**config.mk**
```make
export PLATFORM = sky130hd
export DESIGN_NAME = serial_subtractor
export DESIGN_NICKNAME = d
export VERILOG_FILES = /design/src/rtl/arith_pkg.sv /design/src/rtl/full_subtractor.sv /design/src/rtl/serial_subtractor.sv
export SDC_FILE = /design/constraint.sdc
export NUM_CORES = 1
export LEC_CHECK = 0
export BUFFER_PORTS_ARGS = -buffer_cell sky130_fd_sc_hd__buf_2
export CORE_MARGIN = 10
export CORE_UTILIZATION = 55
export DETAILED_ROUTE_END_ITERATION = 8
export PLACE_DENSITY = 0.86
export SYNTH_ARGS = -nofsm -noshare
export SYNTH_HDL_FRONTEND = slang
export SYNTH_SLANG_ARGS = --single-unit
export TNS_END_PERCENT = 50
```
**constraint.sdc**
```tcl
create_clock -name CLK -period 2.3 [get_ports CLK]
set_input_delay 0 -clock CLK [delete_from_list [all_inputs] [get_ports CLK]]
set_output_delay 0 -clock CLK [all_outputs]
set_load 0.01 [all_outputs]
```
**src/rtl/arith_pkg.sv**
```systemverilog
// Shared arithmetic-library package: sequencer states and counter sizing helper.
package arith_pkg;

  // Sequencer states for the bit-serial arithmetic blocks.
  typedef enum logic [1:0] {
    ST_IDLE = 2'd0,
    ST_RUN  = 2'd1,
    ST_DONE = 2'd2
  } state_e;

  // Bits needed to count 0..width-1; never less than one bit.
  function automatic int unsigned cnt_width(input int unsigned width);
    return (width <= 2) ? 1 : $clog2(width);
  endfunction

endpackage

```
**src/rtl/full_subtractor.sv**
```systemverilog
// Single-bit full subtractor: d = a - b - bin, with borrow-out.
module full_subtractor (
  input  logic a,
  input  logic b,
  input  logic bin,
  output logic d,
  output logic bout
);

  // Difference and borrow-out are pure functions of the three input bits.
  always_comb begin
    d    = a ^ b ^ bin;
    bout = (~a & b) | (~(a ^ b) & bin);
  end

endmodule

```
**src/rtl/serial_subtractor.sv**
```systemverilog
// Bit-serial WIDTH-bit subtractor, LSB first, one bit per clock, start/done handshake.
// Optional signed-overflow output OVF is built when SERIAL_SUB_OVF_EN is defined.
module serial_subtractor
  import arith_pkg::*;
#(
  parameter int unsigned WIDTH = 4
) (
  input  logic             CLK,
  input  logic             RST_N,
  input  logic             START,
  input  logic [WIDTH-1:0] A,
  input  logic [WIDTH-1:0] B,
  input  logic             BIN,
  output logic             BUSY,
  output logic             DONE,
  output logic [WIDTH-1:0] DIFF,
  output logic             BORROW
`ifdef SERIAL_SUB_OVF_EN
  ,
  output logic             OVF
`endif
);

  localparam int unsigned     CW      = cnt_width(WIDTH);
  localparam logic [CW-1:0]   LastCnt = CW'(WIDTH - 1);

  state_e           r_state, w_state_n;
  logic [WIDTH-1:0] r_a, w_a_n;
  logic [WIDTH-1:0] r_b, w_b_n;
  logic [WIDTH-1:0] r_work, w_work_n;
  logic             r_bw, w_bw_n;
  logic [CW-1:0]    r_cnt, w_cnt_n;
  logic [WIDTH-1:0] r_diff, w_diff_n;
  logic             r_borrow, w_borrow_n;
`ifdef SERIAL_SUB_OVF_EN
  logic             r_ovf, w_ovf_n;
`endif

  logic             w_d;
  logic             w_bout;
  logic [WIDTH-1:0] w_work_shift;

  full_subtractor u_full_subtractor (
    .a    (r_a[0]),
    .b    (r_b[0]),
    .bin  (r_bw),
    .d    (w_d),
    .bout (w_bout)
  );

  // New difference bit enters at the MSB so the word is LSB-aligned after WIDTH shifts.
  assign w_work_shift = {w_d, r_work[WIDTH-1:1]};

  // Next-state and datapath update; IDLE and DONE both accept a new request.
  always_comb begin
    w_state_n  = r_state;
    w_a_n      = r_a;
    w_b_n      = r_b;
    w_work_n   = r_work;
    w_bw_n     = r_bw;
    w_cnt_n    = r_cnt;
    w_diff_n   = r_diff;
    w_borrow_n = r_borrow;
`ifdef SERIAL_SUB_OVF_EN
    w_ovf_n    = r_ovf;
`endif
    unique case (r_state)
      ST_IDLE, ST_DONE: begin
        if (START) begin
          w_state_n = ST_RUN;
          w_a_n     = A;
          w_b_n     = B;
          w_bw_n    = BIN;
          w_work_n  = '0;
          w_cnt_n   = '0;
        end else begin
          w_state_n = ST_IDLE;
        end
      end
      ST_RUN: begin
        w_a_n    = r_a >> 1;
        w_b_n    = r_b >> 1;
        w_bw_n   = w_bout;
        w_work_n = w_work_shift;
        if (r_cnt == LastCnt) begin
          // Last bit: publish the result so it is valid while DONE is high.
          w_state_n  = ST_DONE;
          w_cnt_n    = '0;
          w_diff_n   = w_work_shift;
          w_borrow_n = w_bout;
`ifdef SERIAL_SUB_OVF_EN
          // r_bw is the borrow entering the MSB on this final bit.
          w_ovf_n    = r_bw ^ w_bout;
`endif
        end else begin
          w_cnt_n = r_cnt + CW'(1);
        end
      end
      default: begin
        w_state_n = ST_IDLE;
      end
    endcase
  end

  // State and datapath registers with synchronous active-low reset.
  always_ff @(posedge CLK) begin
    if (!RST_N) begin
      r_state  <= ST_IDLE;
      r_a      <= '0;
      r_b      <= '0;
      r_work   <= '0;
      r_bw     <= 1'b0;
      r_cnt    <= '0;
      r_diff   <= '0;
      r_borrow <= 1'b0;
`ifdef SERIAL_SUB_OVF_EN
      r_ovf    <= 1'b0;
`endif
    end else begin
      r_state  <= w_state_n;
      r_a      <= w_a_n;
      r_b      <= w_b_n;
      r_work   <= w_work_n;
      r_bw     <= w_bw_n;
      r_cnt    <= w_cnt_n;
      r_diff   <= w_diff_n;
      r_borrow <= w_borrow_n;
`ifdef SERIAL_SUB_OVF_EN
      r_ovf    <= w_ovf_n;
`endif
    end
  end

  // Handshake flags decode directly from the state register.
  always_comb begin
    BUSY   = (r_state == ST_RUN);
    DONE   = (r_state == ST_DONE);
    DIFF   = r_diff;
    BORROW = r_borrow;
`ifdef SERIAL_SUB_OVF_EN
    OVF    = r_ovf;
`endif
  end

endmodule
```
### Word level (Yosys, flattened, before mapping)

Index checks and enable logic that the tools add are counted.

| word-level totals | value |
|---|---|
| flip-flop bits (word level) | 22 |
| logic and storage cells | 40 |

| cells by class | value |
|---|---|
| $add $sub $neg | 1 |
| eq/ne operators | 5 |
| mux-type cells | 14 |
| bitwise gates (word level) | 7 |
| reductions and logical operators | 5 |

Operators by type and width:

| kind | count |
|---|---|
| case mux 4 bit (2 select lines) | 3 |
| two-way mux 4 bit | 3 |
| case mux 2 bit (2 select lines) | 2 |
| two-way mux 2 bit | 3 |
| == test 2 bit, second input constant | 2 |
| AND reduction 2 bit | 2 |
| adder 2 x 1 -> 2 bit, second input constant | 1 |
| bitwise AND 1 bit | 2 |
| == test 2 x 1 -> 1 bit, second input constant | 1 |
| logical NOT 2 bit | 1 |
| two-way mux 1 bit | 2 |
| inequality test 2 x 1 -> 1 bit, second input constant | 1 |
| inequality test 2 bit, second input constant | 1 |
| NOT 1 bit | 2 |
| case mux 1 bit (2 select lines) | 1 |
| nonzero test 2 bit | 1 |
| OR reduction 2 bit | 1 |
| XOR 1 bit | 2 |
| bitwise OR 1 bit | 1 |

### Logic depth before layout (Yosys ltp)

| depth | value |
|---|---|
| word-level depth | 5 |
| gate-level depth with buffers | 5 |
| gate-level depth less buffers | 4 |

### Cells and area by module

A second synthesis with hierarchy kept.

| unflattened totals | value |
|---|---|
| cell total of the unflattened synthesis | 107 |
| area, all modules | 954.7 µm² |

Modules (own cells, without submodules):

| module | instances | cells an instance | area each (µm²) | seq. area each (µm²) |
|---|---|---|---|---|
| serial_subtractor | 1 | 103 | 923.4 | 420.4 |
| full_subtractor | 1 | 4 | 31.3 | 0.0 |

### Worst setup path before layout

Ideal clock, no wire load.

| path | value |
|---|---|
| path type | reg2reg |
| start | reg r_b[0] |
| end | reg r_diff[3], in the netlist DIFF[3] |
| library setup time | 0.071 ns |
| arrival | 1.057 ns |
| required time | 2.229 ns |
| path slack | 1.172 ns |
| stages on the path, launching flop included | 5 |
| cell sequence | dfxtp_1 -> inv_1 -> fa_1 -> nand3_1 -> a21oi_1 |

| on the way | value |
|---|---|
| cells in the longest elaborated chain, start to end | 2 |

RTL lines:

| what | line | text |
|---|---|---|
| from (decl) | serial_subtractor.sv:29 | `logic [WIDTH-1:0] r_b, w_b_n;` |
| from (signal assigned) | serial_subtractor.sv:122 | `r_b <= w_b_n;` |
| XOR 1 bit (2 in a row) | full_subtractor.sv:12 | `d = a ^ b ^ bin;` |
| via u_full_subtractor.d | full_subtractor.sv:6 | `output logic d,` |
| to (signal assigned) | serial_subtractor.sv:126 | `r_diff <= w_diff_n;` |
| to (decl) | serial_subtractor.sv:33 | `logic [WIDTH-1:0] r_diff, w_diff_n;` |

The timed path passes the listed nets, and every way through them passes these cells.
A chain may end at the register's enable or synchronous reset.

### Final worst setup path

| path | value |
|---|---|
| start | reg r_state[0] |
| end | reg r_b[2] |

| on the way | value |
|---|---|
| cells in the longest elaborated chain, start to end | 4 |

RTL lines:

| what | line | text |
|---|---|---|
| from (decl) | serial_subtractor.sv:27 | `state_e r_state, w_state_n;` |
| from (signal assigned) | serial_subtractor.sv:120 | `r_state <= w_state_n;` |
| == test 2 bit / logical NOT 2 bit (equally long branches) | serial_subtractor.sv:67 | `unique case (r_state)` |
| OR reduction 2 bit | serial_subtractor.sv:67 |  |
| inequality test 2 bit (no source line) / nonzero test 2 bit (equally long branches) | n/a |  |
| AND reduction 2 bit (no source line) | n/a |  |

Several ways; a longest one is shown, not always the timed one.

==> results by group <==
Synthesis
  – Top_reg_cell synth: dfxtp_1
  – Mapped cell area: 880 µm²
  – Share of the yosys chip area belonging to registers: 0.478
  – Synth area leaders: dfxtp_1 48%, nand2_1 9.4%, a21oi_1 6.8%
  – Leading post-synthesis cells by instance count: 22 x nand2_1, 21 x dfxtp_1, 12 x a21oi_1
  – Post-synth net total: 118
  – Share of the synthesized area in the top cell type: 0.478
  – Synth async-reset ratio: 0
  – Number of synthesized register bits: 21
  – EDFF count, synth: 0
  – Dominant cell type by area after synthesis: dfxtp_1
  – Distinct cells, synth: 22
  – Ys Warns: 0
  – Count leader, synth: nand2_1
  – Syn Area/Cell: 8.46 µm²
  – Synth Instances: 104

Setup path
  – Startpoint types: flop
  – Crit path from: r_state[0]$_SDFFE_PN0P_
  – Crit Path Class: flop to flop
  – CP arrival: 2.06 ns
  – CP Capture Type: flop
  – R2R Path Start: r_state[0]$_SDFFE_PN0P_
  – CP Max Fanout: 9
  – Worst Path Required: 2.55 ns

Power and ir drop
  – Pwr Total: 0.000689 W
  – Maximum VDD drop: 0.000495 V
  – Pleak: 0.458 nW
  – Pwr/cell area: 621 mW/mm²

Drt
  – Routed WL per cell: 14.1 µm
  – Drt initial violations: 15
  – WL final: 2100 µm
  – Via count: 816
  – Post-DRT Antenna Nets: 0
  – DRT Pass-1 Iters: 4
  – Vias/cell: 5.48
  – DRC Markers: 0

Job
  – Max_cap viols: 0

Clock tree
  – # clock sinks: 21
  – CTS resizes: 0
  – CTS tree: yes
  – CTS root buf: clkbuf_4
  – Later-pin clock latency in the skew report: 0.30 ns
  – Cts bufs inserted: 3
  – Clock buffer depth: 2
  – H-tree level count: 1
  – Clock-pin slew on the worst setup and hold paths: 0.12 ns

STA
  – Worst-margin pin slew: 0.653 ns
  – Setup TNS: 0 ns
  – Fmax achieved: 0.553 GHz
  – Crit share post-route: 0.786
  – Final setup violation count: 0
  – Final hold vios: 0
  – Max-slew violations: 0
  – RSZ-0062 raised after global routing: no
  – Max-Slew Margin vs Limit: 0.564
  – Tmin final: 1.81 ns
  – Clock skew: 0.000727 ns

Placed design
  – Routability cong.: 0.864
  – PortBufs: 18
  – Post-DP HPWL: 1330 µm

Min path
  – Hold_sp: RST_N
  – Worst min path class: primary input to flop

Layout
  – # diodes: 0
  – Ratio of cells with drive above 1 in the final layout: 0.203
  – Fillers: 110
  – Fin nets: 148
  – Area grow syn2layout: 26.3%

GRT
  – Initial antenna violation count: 0
  – First-pass GRT wire length: 3770 µm
  – Gr ovfl total: 0
  – Vias in the first global route: 818
  – GRT Util Overall: 0.135
  – Largest net degree at the start of global routing: 24

Floorplanning
  – Starting Density: 0.584
  – # rows: 14
  – Full die area: 0.00360 mm²
  – IO Pins: 19
  – Die Y: 60.0 µm
  – Core area: 0.00151 mm²
  – Die Wd: 60.0 µm

Run status
  – Status: complete, no violations
-- per-stage QoR --
stage                     hold WS (ns)  area (µm²)  cells   util  setup slack [ns]
after floorplan                  0.136         880    104      -              1.17
after global placement           0.241         943    131  0.626             0.998
after detailed placement         0.254         943    131  0.626             0.880
after CTS                       0.0177        1110    149  0.738             0.529
after global routing            0.0122        1110    149  0.738             0.368
final                           0.0248        1110    149  0.738             0.493
-- where the power goes --
part / switching [W] / internal (W)
registers: 0.0000131 / 0.000383
clock network: 0.000114 / 0.0000648
logic: 0.0000589 / 0.0000555
total: 0.000186 / 0.000503
-- per-layer routing --
layer	vias to the layer above	wire length (µm)	track usage
met5	-	0	0
met4	0	70	0.0962
met3	8	121	0.0424
met2	23	1020	0.210
met1	371	886	0.152
li1	414	-	-
-- cell type report --
class | count | area (µm²) | area share
clock buffer | 3 | 22.5 | 0.0203
clock inverter | 1 | 5.00 | 0.00450
inverter | 4 | 15.0 | 0.0135
multi-input combinational | 72 | 398 | 0.358
sequential | 21 | 420 | 0.378
tap | 16 | 20.0 | 0.0180
timing repair buffer | 32 | 230 | 0.207
-- flip-flops by register name, indices dropped and copies added, names as in the netlist --
register,flops
BORROW,1
DIFF,4
r_a,4
r_b,4
r_bw,1
r_cnt,2
r_state,2
r_work,3
-- final timing paths --
path | slack [ns] | end | depth (start not counted)
worst min register to register | 0.46 | DIFF[1]$_SDFFE_PN0P_ | 2
worst min-delay path | 0.02 | r_a[1]$_SDFFE_PN0P_ | 3
worst max register to register | 0.49 | r_b[2]$_SDFFE_PN0P_ | 4
worst max-delay path | 0.49 | r_b[2]$_SDFFE_PN0P_ | 4
-- kinds of logic (layout without fill, tap and decap cells) --
| logic type | count (synthesis) | in the layout | synth area share |
|---|---|---|---|
| AOI/OAI and AO/OA | 28 | 28 | 0.188 |
| and+or+nand+nor | 42 | 42 | 0.228 |
| adders and majority gates | 2 | 2 | 0.0370 |
| DFF | 21 | 21 | 0.478 |
| buffers and inverters | 11 | 40 | 0.0697 |
-- critical path, cell delays in order, from the launching register on --
cell	delay (ns)
dfxtp_1	0.38
nor2b_1	0.54
nand2_1	0.11
a31oi_1	0.17
dlygate4sd3_1	0.56
-- layout by cell type (no fill, tap or decap), types with 2 or more instances in the layout --
| master | count |
|---|---|
| nor2b_1 | 2 |
| nor2_1 | 3 |
| dfxtp_1 | 21 |
| a31oi_1 | 7 |
| clkbuf_4 | 3 |
| buf_2 | 18 |
| nand2_1 | 22 |
| dlygate4sd3_1 | 14 |
| inv_2 | 2 |
| nand3_1 | 11 |
| a21oi_1 | 12 |
| o21ai_1 | 6 |
| inv_1 | 2 |
-- timing repair --
action	4_1_cts	5_1_grt
hold endpoints to repair	9	0
hold buffers	14	0
setup buffers	0	0
Note: power is estimated with default switching activity, not from simulation.
